<file path="config.mk">
export PLATFORM = sky130hd
export DESIGN_NAME = matrix_gen_write_ctrl
export DESIGN_NICKNAME = d
export VERILOG_FILES = /design/src/rtl/matrix_gen_write_ctrl.sv
export SDC_FILE = /design/constraint.sdc
export NUM_CORES = 1
export LEC_CHECK = 0
export ABC_AREA = 0
export CAP_MARGIN = 20
export CELL_PAD_IN_SITES_DETAIL_PLACEMENT = 0
export CELL_PAD_IN_SITES_GLOBAL_PLACEMENT = 1
export CORE_AREA = 10 10 95 97
export DETAILED_ROUTE_END_ITERATION = 10
export DIE_AREA = 0 0 105 107
export PLACE_DENSITY_LB_ADDON = 0.15
export SETUP_SLACK_MARGIN = 0.05
export SKIP_LAST_GASP = 1
export SLEW_MARGIN = 20
export SYNTH_ARGS = -nofsm -noshare
export SYNTH_HDL_FRONTEND = slang
export SYNTH_SLANG_ARGS = --single-unit
</file>
<file path="constraint.sdc">
create_clock -name clk -period 2.24 [get_ports clk]
set_clock_uncertainty 0.05 [all_clocks]
set_input_delay 0.448 -clock clk [delete_from_list [all_inputs] [get_ports clk]]
set_output_delay 0.448 -clock clk [all_outputs]
set_load 0.01 [all_outputs]
</file>
<file path="src/rtl/matrix_gen_write_ctrl.sv">
// matrix_gen_write_ctrl
// Debounces a push button and, on each accepted press, runs a batch of
// generate-then-store transactions: pulse gen_req, wait for gen_done (with a
// timeout), then strobe wr_en into the next ring-buffer slot.
//
// Ports:
//   clk, rst_n        clock (rising edge), asynchronous active-low reset
//   btn_n             raw asynchronous button, low = pressed
//   sw_row, sw_col    requested matrix dimensions
//   sw_batch          matrices per press (0 behaves as 1)
//   gen_req           one-cycle generator start pulse
//   gen_done          generator result valid pulse
//   wr_en             one-cycle storage write strobe
//   wr_idx            slot being written
//   wr_row, wr_col    dimensions latched at the accepted press
//   busy              controller not idle
//   err_dim           one-cycle pulse when dimensions are rejected
//   err_timeout       sticky flag: generator did not answer in time
//   next_idx          next slot to be written
module matrix_gen_write_ctrl #(
  parameter int MATRIX_NUM   = 8,
  parameter int IDX_W        = 4,
  parameter int MAX_SIZE     = 5,
  parameter int DEBOUNCE_CNT = 100000,
  parameter int CNT_W        = 20,
  parameter int GEN_TIMEOUT  = 1024
) (
  input  logic             clk,
  input  logic             rst_n,
  input  logic             btn_n,
  input  logic [2:0]       sw_row,
  input  logic [2:0]       sw_col,
  input  logic [2:0]       sw_batch,
  output logic             gen_req,
  input  logic             gen_done,
  output logic             wr_en,
  output logic [IDX_W-1:0] wr_idx,
  output logic [2:0]       wr_row,
  output logic [2:0]       wr_col,
  output logic             busy,
  output logic             err_dim,
  output logic             err_timeout,
  output logic [IDX_W-1:0] next_idx
);

  localparam int TO_W = $clog2(GEN_TIMEOUT + 1);

  localparam logic [2:0] IDLE     = 3'd0;
  localparam logic [2:0] CHECK    = 3'd1;
  localparam logic [2:0] REQ      = 3'd2;
  localparam logic [2:0] WAIT_GEN = 3'd3;
  localparam logic [2:0] WRITE    = 3'd4;
  localparam logic [2:0] NEXT     = 3'd5;

  localparam logic [CNT_W-1:0] DB_LAST  = CNT_W'(DEBOUNCE_CNT - 1);
  localparam logic [TO_W-1:0]  TO_LAST  = TO_W'(GEN_TIMEOUT - 1);
  localparam logic [IDX_W-1:0] IDX_LAST = IDX_W'(MATRIX_NUM - 1);
  localparam logic [2:0]       MAX_DIM  = 3'(MAX_SIZE);

  logic             sync1;
  logic             sync2;
  logic             stable;
  logic             stable_d;
  logic [CNT_W-1:0] db_cnt;
  logic             press;

  logic [2:0]       state;
  logic [2:0]       remaining;
  logic [TO_W-1:0]  to_cnt;
  logic             dim_bad;

  // Reset to 1 so that a released button never looks like a press after reset.
  always_ff @(posedge clk or negedge rst_n) begin
    if (!rst_n) begin
      sync1 <= 1'b1;
      sync2 <= 1'b1;
    end else begin
      sync1 <= btn_n;
      sync2 <= sync1;
    end
  end

  // The stable value only follows the synchronized input once it has differed
  // for DEBOUNCE_CNT consecutive cycles; any bounce back clears the count.
  always_ff @(posedge clk or negedge rst_n) begin
    if (!rst_n) begin
      stable   <= 1'b1;
      stable_d <= 1'b1;
      db_cnt   <= '0;
    end else begin
      stable_d <= stable;
      if (sync2 == stable) begin
        db_cnt <= '0;
      end else if (db_cnt == DB_LAST) begin
        stable <= sync2;
        db_cnt <= '0;
      end else begin
        db_cnt <= db_cnt + 1'b1;
      end
    end
  end

  // Only the stable 1->0 edge is a press; the release edge is ignored.
  assign press = stable_d & ~stable;

  assign dim_bad = (wr_row == 3'd0) || (wr_row > MAX_DIM) ||
                   (wr_col == 3'd0) || (wr_col > MAX_DIM);

  assign gen_req = (state == REQ);
  assign wr_en   = (state == WRITE);
  assign busy    = (state != IDLE);
  assign err_dim = (state == CHECK) && dim_bad;

  always_ff @(posedge clk or negedge rst_n) begin
    if (!rst_n) begin
      state       <= IDLE;
      wr_row      <= '0;
      wr_col      <= '0;
      wr_idx      <= '0;
      next_idx    <= '0;
      remaining   <= '0;
      to_cnt      <= '0;
      err_timeout <= 1'b0;
    end else begin
      case (state)
        IDLE: begin
          // Presses arriving in any other state are simply dropped.
          if (press) begin
            wr_row    <= sw_row;
            wr_col    <= sw_col;
            remaining <= (sw_batch == 3'd0) ? 3'd1 : sw_batch;
            state     <= CHECK;
          end
        end
        CHECK: begin
          if (dim_bad) begin
            state <= IDLE;
          end else begin
            err_timeout <= 1'b0;
            state       <= REQ;
          end
        end
        REQ: begin
          to_cnt <= '0;
          state  <= WAIT_GEN;
        end
        WAIT_GEN: begin
          // gen_done wins over a timeout expiring in the same cycle.
          if (gen_done) begin
            wr_idx <= next_idx;
            state  <= WRITE;
          end else if (to_cnt == TO_LAST) begin
            err_timeout <= 1'b1;
            state       <= IDLE;
          end else begin
            to_cnt <= to_cnt + 1'b1;
          end
        end
        WRITE: begin
          next_idx <= (next_idx == IDX_LAST) ? '0 : next_idx + 1'b1;
          state    <= NEXT;
        end
        NEXT: begin
          remaining <= remaining - 1'b1;
          state     <= (remaining == 3'd1) ? IDLE : REQ;
        end
        default: state <= IDLE;
      endcase
    end
  end

endmodule

</file>
==> results.toml <==
[setup_path]
path_max_fanout = 7
cp_top_family = "buffers and inverters"
critPathRequiredTime_ps = 1740
worstSetupEndpointType = "output pin"
crit_path_cell_trace = "nor3_2 > inv_1 > clkdlybuf4s50_1"
crit_path_max_incr_delay_ps = 480
crit_path_top_delay_cell = "dfrtp_2"
startpoint_type = "register"
worst-endpoint-arrival_ps = 1610
path_buf_inv = 2
critPathKind = "reg -> out"

[synth]
synth_ff_type = "dfrtp_1"
synth-seq-cells = 56
netlist_instances = 270
ys_warn_count = 0
ys_seq_area_share_pct = 50.56
synth_edf_count = 0
synth_area_per_cell_um2 = 10.30
synth_area_um2 = 2781
syn-num-nets = 288
synthDistinctLibCells = 49
synth-async-reset-ratio_pct = 100.0

[detailed_routing]
wl_per_cell_um = 14.19
drcViolationCount = 0
firstDrtPassIters = 4
drt_iter0_drc = 59
ant_nets = 0
drt_wl_total_mm = 5.874
num_vias = 2105
viasPerCell = 5.085

[cells_and_area]
layout_common_cells = "dfrtp_1 (49), clkdlybuf4s50_1 (27), nand2_1 (24)"
n_antenna_cell = 0
drive_gt1_share_pct = 17.78
post-route-util_pct = 47.88
ff_latch_area_um2 = 1410
fill_cells = 693
areaGrowthSynthToFinish_pct = 22.85
multi_input_area_um2 = 1310
final_common_cell = "dfrtp_1"
nets = 332

[place]
io_buffers = 31
dpl_worst_slack_ps = 75.30
gp_congestion = 0.7944
dp_hpwl_mm = 4.172

[power_and_ir_drop]
finalPower_mw = 2.629
powerDensity_nw_per_um2 = 769.3
vdd_drop_max_v = 0.0003351
leakage_nw = 1.469

[sta]
slew_violations = 0
fin_hold_ws_ps = 70.97
fin_crit_sh_pct = 94.23
final-hold-violation-count = 0
finalSetupViolCount = 0
slew_headroom_pct = 70.38
fin_ws_ps = 129.4
rsz0062_at_grt = "false"
max_freq_mhz = 473.8
worstMarginPinSlew_ps = 440.9
min_period_ps = 2111
setup_tns_ps = 0

[grt]
grt_pass1_wl_mm = 10.26
overflow = 0
antenna_found_initial = 0
grt_pass1_vias = 2115
grt_max_degree = 57
grt_util_all_layers_pct = 10.76

[clocking]
clock-sinks = 56
root_buffer = "clkbuf_8"
clk_pin_slew_ps = 100
h-tree-depth = 2
ctsHoldBuffers = 0
clk_latency_ps = 300
clockBufferDepth = 2
cts_tree = "built"
cts_made_buffers = 5

[floorplan]
die_area_um2 = 11240
chipWidth_um = 105
rows = 31
ios = 32
die_h_um = 107
start_util_pct = 38.97
core_area_um2 = 7137

[worst_hold_path]
min_path_type = "in -> async"

[job]
maxCapViolCount = 0

[status]
outcome = "finished clean"
==> report_power, final <==
group	leakage (nW)	internal [mW]	switching, mW
registers	0.731	1.15	0.149
logic	0.692	0.424	0.335
clock network	0.0455	0.253	0.318
==> per-stage QoR <==
step | area (µm²) | instances
3_5_place_dp | 3277 | 404
5_1_grt | 3417 | 414
6_report | 3417 | 414
2_1_floorplan | 2781 | 270
3_3_place_gp | 3277 | 404
4_1_cts | 3376 | 412
==> cell type report <==
class                      count  area share [%]
timing repair buffer          47           12.82
sequential                    56           41.27
clock buffer                   8           2.636
multi-input combinational    192           38.34
inverter                      12           1.318
tap                           99           3.625
==> metal layers <==
metal  wire length (µm)  global-route usage, %  share of wire [%]
met5                  0                      0                  0
met3                206                  2.754                3.5
met4                 49                  3.235               0.83
met1               2969                  14.23                 51
met2               2648                  16.95                 45
==> cells by family (layout without fill, tap and decap cells) <==
logic type                 Yosys count  in the layout  share of synthesized area [%]
and+or+nand+nor                    117            117                          22.94
xor gates and xnor gates            15             15                          4.723
buffers and inverters               22             67                          3.463
adders and majority gates            5              5                          2.249
AOI/OAI and AO/OA                   39             39                          9.762
DFF                                 56             56                          50.56
muxes                               16             16                          6.298
==> registers in the layout, indices dropped and copies added (netlist names) <==
register	cells
db_cnt	20
to_cnt	11
next_idx	4
wr_idx	4
remaining	3
state	3
wr_col	3
wr_row	3
err_timeout	1
stable	1
stable_d	1
sync1	1
sync2	1
==> cell usage after synthesis, drive strengths merged, types with 3 or more instances <==
| cell | count | area share [%] |
|---|---|---|
| clkbuf | 3 | 0.40 |
| buf | 7 | 1.4 |
| mux2 | 12 | 4.9 |
| ha | 5 | 2.2 |
| xor2 | 10 | 3.1 |
| dfstp | 4 | 3.8 |
| nor3 | 12 | 2.2 |
| nor2b | 3 | 0.67 |
| nand2b | 5 | 1.1 |
| nand2 | 24 | 3.2 |
| nand4 | 11 | 2.5 |
| mux2i | 4 | 1.4 |
| o31ai | 8 | 2.7 |
| or4 | 4 | 1.1 |
| nor4 | 4 | 0.90 |
| a211oi | 3 | 0.81 |
| a21oi | 12 | 2.2 |
| nand3 | 17 | 3.1 |
| o21ai | 6 | 1.1 |
| and4 | 3 | 0.94 |
| nor2 | 18 | 2.4 |
| xnor2 | 5 | 1.6 |
| inv | 12 | 1.6 |
| dfrtp | 52 | 47 |
==> worst paths after layout <==
check / startpoint / to / slack [ps] / cells past startpoint
setup / recovery: state[2]$_DFFE_PN0P_ / busy / 130 / 3
hold / removal: rst_n / wr_row[2]$_DFFE_PN0P_ / 70 / 2
setup reg to reg: db_cnt[0]$_DFF_PN0_ / db_cnt[2]$_DFF_PN0_ / 400 / 6
hold reg to reg: sync1$_DFF_PN1_ / sync2$_DFF_PN1_ / 310 / 0
max in group asynchronous: rst_n / sync1$_DFF_PN1_ / 1760 / 2
min in group clk: sync1$_DFF_PN1_ / sync2$_DFF_PN1_ / 310 / 0
==> repair_timing <==
action	in CTS	in global routing
buffers inserted	0	2
pin swaps	0	2
setup endpoints to repair	4	2
gates resized for setup	5	7
(Power assumes the default switching activity.)
